[config.mk]
export PLATFORM = sky130hd
export DESIGN_NAME = cpu_sram_arbiter
export DESIGN_NICKNAME = d
export VERILOG_FILES = /design/src/rtl/cpu_sram_arbiter.sv
export SDC_FILE = /design/constraint.sdc
export NUM_CORES = 1
export LEC_CHECK = 0
export CAP_MARGIN = 20
export CORE_AREA = 2 2 126 128
export CTS_BUF_LIST = sky130_fd_sc_hd__clkbuf_2
export DETAILED_ROUTE_END_ITERATION = 7
export DIE_AREA = 0 0 128 130
export SYNTH_ARGS = -nofsm -noshare
export SYNTH_HDL_FRONTEND = slang
export SYNTH_SLANG_ARGS = --single-unit
[constraint.sdc]
create_clock -name clk -period 4.7 [get_ports clk]
set_input_delay 1.41 -clock clk [delete_from_list [all_inputs] [get_ports clk]]
set_output_delay 1.41 -clock clk [all_outputs]
set_load 0.01 [all_outputs]
[src/rtl/cpu_sram_arbiter.sv]
`default_nettype none
// ============================================================================
//  Module   : cpu_sram_arbiter
//  Purpose  : Shares one sram-like slave port between the CPU instruction and
//             data sram-like masters. Data has priority, with an anti-starvation
//             limit that forces an instruction grant. A request that is not
//             accepted immediately locks the grant until the slave accepts it
//             or the master abandons it. The grant order of accepted requests
//             is recorded in an ID FIFO, and in-order data_ok returns are
//             steered back to the owning master.
//  Ports    : clk, resetn (async, active low)
//             inst_sram_* / data_sram_* : master-side sram-like ports
//             sram_*                    : shared slave-side sram-like port
//             outstanding               : in-flight request count (debug)
//  Revision : 1.0  initial release
// ============================================================================
module cpu_sram_arbiter #(
    parameter int DEPTH      = 4,
    parameter int STARVE_LIM = 2
) (
    input  logic                       clk,
    input  logic                       resetn,

    input  logic                       inst_sram_req,
    input  logic                       inst_sram_wr,
    input  logic [1:0]                 inst_sram_size,
    input  logic [3:0]                 inst_sram_wstrb,
    input  logic [31:0]                inst_sram_addr,
    input  logic [31:0]                inst_sram_wdata,
    output logic                       inst_sram_addr_ok,
    output logic                       inst_sram_data_ok,
    output logic [31:0]                inst_sram_rdata,

    input  logic                       data_sram_req,
    input  logic                       data_sram_wr,
    input  logic [1:0]                 data_sram_size,
    input  logic [3:0]                 data_sram_wstrb,
    input  logic [31:0]                data_sram_addr,
    input  logic [31:0]                data_sram_wdata,
    output logic                       data_sram_addr_ok,
    output logic                       data_sram_data_ok,
    output logic [31:0]                data_sram_rdata,

    output logic                       sram_req,
    output logic                       sram_wr,
    output logic [1:0]                 sram_size,
    output logic [3:0]                 sram_wstrb,
    output logic [31:0]                sram_addr,
    output logic [31:0]                sram_wdata,
    input  logic                       sram_addr_ok,
    input  logic                       sram_data_ok,
    input  logic [31:0]                sram_rdata,

    output logic [$clog2(DEPTH):0]     outstanding
);

    localparam int PW = $clog2(DEPTH);
    localparam int CW = PW + 1;
    localparam int SW = $clog2(STARVE_LIM + 1);

    localparam logic [0:0]    c_IDLE       = 1'b0;
    localparam logic [0:0]    c_HOLD       = 1'b1;
    localparam logic          c_INST       = 1'b0;
    localparam logic          c_DATA       = 1'b1;
    localparam logic [CW-1:0] c_DEPTH      = CW'(DEPTH);
    localparam logic [SW-1:0] c_STARVE_LIM = SW'(STARVE_LIM);

    // ------------------------------------------------------------------
    // State
    // ------------------------------------------------------------------
    logic [0:0]       r_state;
    logic             r_lock_id;
    logic [CW-1:0]    r_cnt;
    logic [PW-1:0]    r_rd_ptr;
    logic [PW-1:0]    r_wr_ptr;
    logic [DEPTH-1:0] r_fifo;
    logic [SW-1:0]    r_starve;

    logic [0:0]       w_state_nxt;
    logic             w_lock_id_nxt;
    logic [CW-1:0]    w_cnt_nxt;
    logic [SW-1:0]    w_starve_nxt;

    logic             w_grant;
    logic             w_granted_req;
    logic             w_can_issue;
    logic             w_req;
    logic             w_push;
    logic             w_pop;
    logic             w_head;

    // ------------------------------------------------------------------
    // Grant selection: the lock overrides priority; otherwise data wins
    // a contested cycle unless inst has been passed over STARVE_LIM times.
    // ------------------------------------------------------------------
    always_comb begin
        w_grant = c_DATA;
        if (r_state == c_HOLD) begin
            w_grant = r_lock_id;
        end else if (inst_sram_req && !data_sram_req) begin
            w_grant = c_INST;
        end else if (inst_sram_req && data_sram_req && (r_starve == c_STARVE_LIM)) begin
            w_grant = c_INST;
        end else begin
            w_grant = c_DATA;
        end
    end

    assign w_granted_req = (w_grant == c_DATA) ? data_sram_req : inst_sram_req;
    assign w_can_issue   = (r_cnt < c_DEPTH);
    assign w_req         = w_can_issue & w_granted_req;
    assign w_push        = w_req & sram_addr_ok;
    // Pop is qualified on the old count so a spurious data_ok is dropped.
    assign w_pop         = sram_data_ok & (r_cnt != '0);
    assign w_head        = r_fifo[r_rd_ptr];

    // ------------------------------------------------------------------
    // State register
    // ------------------------------------------------------------------
    always_ff @(posedge clk or negedge resetn) begin
        if (!resetn) begin
            r_state   <= c_IDLE;
            r_lock_id <= c_INST;
            r_cnt     <= '0;
            r_rd_ptr  <= '0;
            r_wr_ptr  <= '0;
            r_fifo    <= '0;
            r_starve  <= '0;
        end else begin
            r_state   <= w_state_nxt;
            r_lock_id <= w_lock_id_nxt;
            r_cnt     <= w_cnt_nxt;
            r_starve  <= w_starve_nxt;
            if (w_push) begin
                r_fifo[r_wr_ptr] <= w_grant;
                r_wr_ptr         <= r_wr_ptr + PW'(1);
            end
            if (w_pop) begin
                r_rd_ptr <= r_rd_ptr + PW'(1);
            end
        end
    end

    // ------------------------------------------------------------------
    // Next-state logic
    // ------------------------------------------------------------------
    always_comb begin
        w_state_nxt   = r_state;
        w_lock_id_nxt = r_lock_id;
        case (r_state)
            c_IDLE: begin
                if (w_req && !sram_addr_ok) begin
                    w_state_nxt   = c_HOLD;
                    w_lock_id_nxt = w_grant;
                end
            end
            c_HOLD: begin
                // Release on acceptance or when the locked master abandons.
                if (w_push || !w_granted_req) begin
                    w_state_nxt = c_IDLE;
                end
            end
            default: w_state_nxt = c_IDLE;
        endcase
    end

    always_comb begin
        w_cnt_nxt = r_cnt;
        case ({w_push, w_pop})
            2'b10:   w_cnt_nxt = r_cnt + CW'(1);
            2'b01:   w_cnt_nxt = r_cnt - CW'(1);
            default: w_cnt_nxt = r_cnt;
        endcase
    end

    always_comb begin
        w_starve_nxt = r_starve;
        if (!inst_sram_req) begin
            w_starve_nxt = '0;
        end else if (w_push && (w_grant == c_INST)) begin
            w_starve_nxt = '0;
        end else if (w_push && (r_starve != c_STARVE_LIM)) begin
            w_starve_nxt = r_starve + SW'(1);
        end
    end

    // ------------------------------------------------------------------
    // Outputs: combinational request and return paths, all forced low
    // while reset is asserted.
    // ------------------------------------------------------------------
    always_comb begin
        sram_req          = 1'b0;
        sram_wr           = 1'b0;
        sram_size         = 2'b0;
        sram_wstrb        = 4'b0;
        sram_addr         = 32'b0;
        sram_wdata        = 32'b0;
        inst_sram_addr_ok = 1'b0;
        data_sram_addr_ok = 1'b0;
        inst_sram_data_ok = 1'b0;
        data_sram_data_ok = 1'b0;
        inst_sram_rdata   = 32'b0;
        data_sram_rdata   = 32'b0;
        outstanding       = '0;
        if (resetn) begin
            sram_req          = w_req;
            sram_wr           = (w_grant == c_DATA) ? data_sram_wr    : inst_sram_wr;
            sram_size         = (w_grant == c_DATA) ? data_sram_size  : inst_sram_size;
            sram_wstrb        = (w_grant == c_DATA) ? data_sram_wstrb : inst_sram_wstrb;
            sram_addr         = (w_grant == c_DATA) ? data_sram_addr  : inst_sram_addr;
            sram_wdata        = (w_grant == c_DATA) ? data_sram_wdata : inst_sram_wdata;
            inst_sram_addr_ok = w_push & (w_grant == c_INST);
            data_sram_addr_ok = w_push & (w_grant == c_DATA);
            inst_sram_data_ok = w_pop & (w_head == c_INST);
            data_sram_data_ok = w_pop & (w_head == c_DATA);
            inst_sram_rdata   = sram_rdata;
            data_sram_rdata   = sram_rdata;
            outstanding       = r_cnt;
        end
    end

endmodule
`default_nettype wire

# Word-level counts from Yosys, hierarchy flattened
# Index checks and enable logic that the tools add are counted.
# word_totals
ff_bits,15
# op_classes
n_eq_ne,5
add_sub_neg,5
n_bitwise,10
n_mux,33
n_lt_le_gt_ge,4
n_reduce_logical,14
# ops
cell,count
two-way mux 32 bit,5
two-way mux 1 bit,15
two-way mux 2 bit,5
two-way mux 4 bit,2
AND 1 bit,7
logical AND 1 bit,7
adder 2 x 1 -> 2 bit (second input constant),3
< comparator 2 x 3 -> 1 bit (second input constant),2
case mux 3 bit (2 select lines),1
bitwise mux 4 bit,1
equality test 2 bit (second input constant),2
adder 3 x 1 -> 3 bit (second input constant),1
zero test 1 bit,3
< comparator 3 bit (second input constant),1
two-way mux 3 bit,1
!= test 3 x 1 -> 1 bit (second input constant),1
inverter 1 bit,3
nonzero test 3 bit,1
subtractor 3 x 1 -> 3 bit (second input constant),1
binary-select mux 1 bit (select 2 bit),1
demux 1 bit (select 2 bit),1
equality test 2 x 1 -> 1 bit (second input constant),1
>= comparator 2 x 1 -> 1 bit (second input constant),1
!= test 2 bit (second input constant),1
4 further kinds,4

# Depth between registers and ports, before layout
# Gate-level depths: netlist of the first run.
# logic_depth
word_depth,12
mapped_depth,10
ltp_nobuf,10

# Least setup slack after synthesis of the first run
# Ideal clock, no wire load.
# synth_path
path_kind,input port to output port
start,input inst_sram_req
end,output sram_addr[0]
cell_stages,7
setup_slack_ns,0.753
arrival_time_ns,2.537
path_cell_list,buf_2 > nand2b_1 > o21a_1 > buf_2 > buf_2 > nand2_1 > a21boi_0
# synth_via
elab_chain_len,7
elab_cells_between_ends,8
# synth_lines
item,line_no,rtl
start: declaration,24,"input logic inst_sram_req,"
logical AND 1 bit (2 in series),102,end else if (inst_sram_req && data_sram_req && (r_starve == c_STARVE_LIM)) begin
two-way mux 1 bit,102,
two-way mux 1 bit (*),100,end else if (inst_sram_req && !data_sram_req) begin
two-way mux 1 bit (*),98,if (r_state == c_HOLD) begin
two-way mux 32 bit (*),210,sram_addr = (w_grant == c_DATA) ? data_sram_addr : inst_sram_addr;
two-way mux 32 bit (*),205,if (resetn) begin
end: declaration,48,"output logic [31:0] sram_addr,"
# Mark *: on every way between the ends. The rest lies on a longest branch, timed or not.

# Worst setup path in the final report of the first run
# layout_path
start,input data_sram_req
end,output sram_addr[31]
# layout_via
elab_chain_len,7
elab_cells_between_ends,9
# layout_lines
item,line_no,rtl
start: declaration,34,"input logic data_sram_req,"
logical AND 1 bit (2 in series),102,
two-way mux 1 bit,102,
two-way mux 1 bit (*),100,
two-way mux 1 bit (*),98,
two-way mux 32 bit (*),210,
two-way mux 32 bit (*),205,
# Marks and branches as above.

==> results.cfg, run 1 <==
[min_path]
worstHoldStart = r_fifo[3]
min_path_type = flop to flop

[sta]
whs_ps = 522
timing.fmax_ghz = 0.210
grt_setup_unrepaired = true
setup_ws_ps = -57.9
maxSlewViolCount = 0
tightest_slew_ps = 383
setup_viol = 11
relSlewSlack = 0.744
finClkSkew_ps = 2.44
tns_ps = -199
finalHoldViolCount = 0
finalCritPeriodShare = 1.01
period_needed_ps = 4760

[yosys]
ys.flop_type = dfrtp_1
synth.area.top_cells = nand2_1 (22%), a21boi_0 (19%), dfrtp_1 (15%), buf_4 (9.5%), and2_1 (8.6%)
synth.largest_area_cell = nand2_1
synthDistinctLibCells = 36
synth_most_common_cell = nand2_1
syn_inst = 388
synth_top_area_frac = 0.222
mappedNetlistArea_um2 = 2540
synth-seq-cells = 15
synth_seq_area_share = 0.148
syn-num-nets = 575
avgSynthCellArea_um2 = 6.54
yosys-top-cells-count = nand2_1 (150), a21boi_0 (63), and2_1 (35), buf_4 (32), clkbuf_1 (16)
synth-edff-count = 0
ys.warnings.count = 0
async_flop_share = 1.00

[setup_path]
critPathMaxFanout = 14
cp_slowest_stage_delay_ps = 580
r2r-end = r_cnt[2]
end_kind = output port
arrival_ps = 3350
r2r_slack_ps = 2340
path_class = input pin to output port
start_kind = input pin
r2r-start = r_lock_id
cp-endpoint = sram_addr[31]
crit_top_cell = clkdlybuf4s50_1
cp-startpoint = data_sram_req
worstRegToRegCells = 11
slowest_stage = clkdlybuf4s50_1
cp.required_ps = 3290
cp_cell_sequence = clkdlybuf4s50_1 > and2b_1 > o21a_2 > buf_6 > nand2_1 > a21boi_0 > clkdlybuf4s50_1

[clocking]
clkTransAtPathRegs_ps = 150
clock-sinks = 15
cts_tree = yes
cts_inserted_buffers = 3
clock_latency_ps = 290
htreeDepth = 1
root_buffer = clkbuf_2
cts_buffer_depth = 2

[placed_design]
place_congestion = 0.938
pre_cts_slack_ps = -190
dp_hpwl_um = 10900
placed_cells = 861
place_area_um2 = 5830
portBuffers = 322

[global_route]
grt_overflow_total = 0
grt_pass1_wl_um = 18600
grt_usage = 0.140
grt_pass1_vias = 3589
grt_antenna_before_repair = 0
grt_max_degree = 51

[finish]
final_layout_size_suffix_gt1_frac = 0.0619
finalNonFillerCells = 871
synthToLayoutAreaGrowth_pct = 137
fillers = 1558
antennaDiodeCount = 0
nNetsFinal = 867
fin_area_um2 = 6020

[floorplan]
start_util = 0.165
die_area_um2 = 16600
dieWidth_um = 128
core_um2 = 15400
die_height_um = 130
placementRows = 46
ios = 323

[detailed_routing]
avgRoutedWirePerCell_um = 15.2
totalWireLength_um = 13200
vias = 3631
first_pass_iters = 4
avgViaCountPerCell = 4.17
ant_nets = 0
dr.first_iter.drc_count = 104
drc_errors = 0

[power]
vdd_drop_max_mv = 0.0957
p_leak_nw = 2.92
p_per_area_nw_per_um2 = 296

[status]
violations = negative setup slack
status = finished with violations

[flow_run]
cap_violations = 0
==> how the worst min path moves through the flow <==
stage | endpoint | slack [ps] | cells after the start
2_1_floorplan | r_rd_ptr[1] | 450 | 1
5_1_grt | r_rd_ptr[1] | 550 | 1
3_3_place_gp | r_fifo[2] | 480 | 1
4_1_cts | r_rd_ptr[1] | 520 | 1
3_5_place_dp | r_fifo[3] | 490 | 1
6_report | r_fifo[3] | 520 | 1
==> worst max-delay path, delay by kind of cell <==
kind / cells / cell delay [ps]
AOI/OAI and AO/OA: 2 / 420
and+or+nand+nor: 2 / 250
buffers and inverters: 3 / 1260
==> metal layers <==
metal,track usage,routed length [µm],up-vias
li1,-,-,1805
met5,0,0,-
met2,0.269,7040,151
met4,0.0278,194,0
met3,0.0246,795,18
met1,0.162,5190,1657
==> final cells by class <==
class	instances	area, µm²	area share
Timing Repair Buffer	347	3570	0.593
Multi-Input combinational cell	305	1780	0.296
Sequential cell	15	375	0.0623
Tap cell	192	240	0.0399
Inverter	8	30.0	0.00499
Clock buffer	4	20.0	0.00332
==> per-stage QoR <==
step / power (mW) / utilization
4_1_cts: 1.72 / 0.378
6_report: 1.78 / 0.390
3_5_place_dp: 1.66 / 0.378
3_3_place_gp: 1.63 / 0.378
5_1_grt: 1.93 / 0.390
2_1_floorplan: 0.919 / -
==> placed cells by master, fill, tap and decap left out, types with 5 or more instances in the layout <==
master	n
buf_4	14
ha_1	6
nor3b_1	5
and2_1	35
a21boi_1	9
dlygate4sd2_1	29
dfrtp_1	15
a21boi_0	61
buf_12	5
dlymetal6s2s_1	31
clkdlybuf4s50_1	261
nand2_1	150
inv_1	8
==> sequential cells by signal (all words and copies together), names as in the netlist <==
register and count:
r_fifo 4, r_lock_id 1, r_wr_ptr 2, r_cnt 3, r_starve 2, r_state 1, r_rd_ptr 2
==> where the power goes <==
group	total [mW]	internal, mW	switching [mW]
Combinational	1.47	0.793	0.676
Sequential	0.246	0.190	0.0554
Clock	0.0656	0.0226	0.0430
Total	1.78	1.01	0.775
==> logic make-up (layout without fill, tap and decap cells) <==
group | after synthesis | in the layout | synth area share
AO/OA/AOI/OAI | 79 | 79 | 0.241
XOR/XNOR | 6 | 6 | 0.0207
adder cells (fa/ha/maj) | 7 | 7 | 0.0375
buffers and inverters | 68 | 359 | 0.154
flip-flops | 15 | 15 | 0.148
multiplexers | 7 | 7 | 0.0350
AND/OR/NAND/NOR | 206 | 206 | 0.364
==> timing repair <==
action,4_1_cts,5_1_grt
setup buffers,0,4
cloned,0,2
pin swaps,0,1
endpoints found under the setup margin,58,51
resized for setup,38,35
hold buffers,0,0
No activity file was read; power rests on OpenSTA's default activity.
==> run 2, diff against run 1 <==
- CELL_PAD_IN_SITES_DETAIL_PLACEMENT: default -> 1
- CELL_PAD_IN_SITES_GLOBAL_PLACEMENT: default -> 2
- CORE_AREA: 2 2 126 128 -> default
- CORE_MARGIN: default -> 1.5
- CORE_UTILIZATION: default -> 12
- CTS_CLUSTER_DIAMETER: default -> 120
- DIE_AREA: 0 0 128 130 -> default
- PLACE_DENSITY_LB_ADDON: default -> 0.1
==> results.cfg, run 2 (synthesis results as in run 1) <==
[detailed_routing]
totalWireLength_um = 14700
dr.first_iter.drc_count = 39
ant_nets = 0
avgViaCountPerCell = 3.84
vias = 3675
avgRoutedWirePerCell_um = 15.4
first_pass_iters = 2
drc_errors = 0

[finish]
largest_register_ffs = 4
reg_top3 = r_fifo (4), r_cnt (3)
top_register = r_fifo
layout_commonest_cell = clkdlybuf4s50_1
synthToLayoutAreaGrowth_pct = 140
layout_common_cells = clkdlybuf4s50_1 (249), nand2_1 (150), dlygate4sd2_1 (68)
antennaDiodeCount = 0
finalNonFillerCells = 957
fin_util = 0.291
final_layout_size_suffix_gt1_frac = 0.0645
nNetsFinal = 870

[setup_path]
start_kind = input pin
end_kind = output port
worstRegToRegCells = 11
path_class = input pin to output port
cp_cell_sequence = clkdlybuf4s50_1 > and2b_1 > o21ai_4 > buf_12 > and3_1 > clkdlybuf4s50_1
crit_top_cell = clkdlybuf4s50_1
cp_slowest_stage_delay_ps = 560
r2r_slack_ps = 2360
arrival_ps = 3180
slowest_stage = clkdlybuf4s50_1
critPathMaxFanout = 20
cp.required_ps = 3290

[sta]
finalCritPeriodShare = 0.976
finClkSkew_ps = 7.58
tns_ps = 0
period_needed_ps = 4590
finalHoldViolCount = 0
relSlewSlack = 0.749
setup_viol = 0
maxSlewViolCount = 0
grt_setup_unrepaired = false
timing.fmax_ghz = 0.218
tightest_slew_ps = 376
setup_ws_ps = 114

[floorplan]
dieWidth_um = 148
start_util = 0.121
die_area_um2 = 22000
ios = 323
placementRows = 53
die_height_um = 148
core_um2 = 20900

[power]
vdd_drop_max_mv = 0.127
p_per_area_nw_per_um2 = 295
p_leak_nw = 2.70
p_total_mw = 1.80

[clocking]
htreeDepth = 1
ctsHoldBuffers = 0
cts_tree = yes
cts_buffer_depth = 2
clock_latency_ps = 280
root_buffer = clkbuf_2
post-cts-setup-buffers = 0
cts_inserted_buffers = 3
clock-sinks = 15
clkTransAtPathRegs_ps = 150

[status]
status = finished clean

[flow_run]
cap_violations = 0

[placed_design]
pre_cts_slack_ps = -187
dp_hpwl_um = 12400
portBuffers = 322
place_congestion = 0.753
placed_cells = 952

[global_route]
grt_max_degree = 35
grt_pass1_vias = 3781
grt_usage = 0.126
grt_antenna_before_repair = 0
grt_overflow_total = 0
grt_pass1_wl_um = 21700

[min_path]
min_path_type = flop to flop
hold_path_depth = 1
==> run 2: worst max-delay path, delay by kind of cell <==
family          cells  cell delay [ps]
compound gates      1              220
buf+inv             3             1160
simple gates        2              380
==> run 2: routing by layer <==
metal  routed length (µm)  global-route usage
met1                 5720               0.135
met2                 7680               0.248
met3                 1100              0.0285
met4                  217              0.0267
met5                    0                   0
==> run 2: repair_timing <==
| action | 4_1_cts | 5_1_grt |
|---|---|---|
| setup endpoints to repair | 72 | 4 |
| resized for setup | 75 | 4 |
| cloned | 1 | 0 |
| pin swaps | 1 | 0 |
==> run 2: cell type report <==
class,instances,area (µm²)
tap,275,344
sequential,15,375
fill,2517,14800
multi-input combinational,305,1790
clock buffer,4,20.0
inverter,8,30.0
timing repair buffer,350,3530
==> run 2: path summary, 6_finish.rpt <==
path,start,endpoint
setup / recovery,data_sram_req,inst_sram_addr_ok
hold / removal,r_rd_ptr[1],r_rd_ptr[1]
setup reg to reg,r_lock_id,r_cnt[2]
hold reg to reg,r_rd_ptr[1],r_rd_ptr[1]
max in group asynchronous,resetn,r_fifo[1]
min in group asynchronous,resetn,r_rd_ptr[1]
==> run 2: per-stage QoR <==
step           hold slack [ps]  area (µm²)
2_1_floorplan              453        2540
3_3_place_gp               484        6080
3_5_place_dp               483        6080
4_1_cts                    507        6080
5_1_grt                    541        6090
6_report                   505        6090
==> run 2: power breakdown <==
group	internal (mW)	leakage [nW]	switching, mW
combinational	0.792	2.50	0.695
clock	0.0226	0.0166	0.0428
sequential	0.191	0.179	0.0535
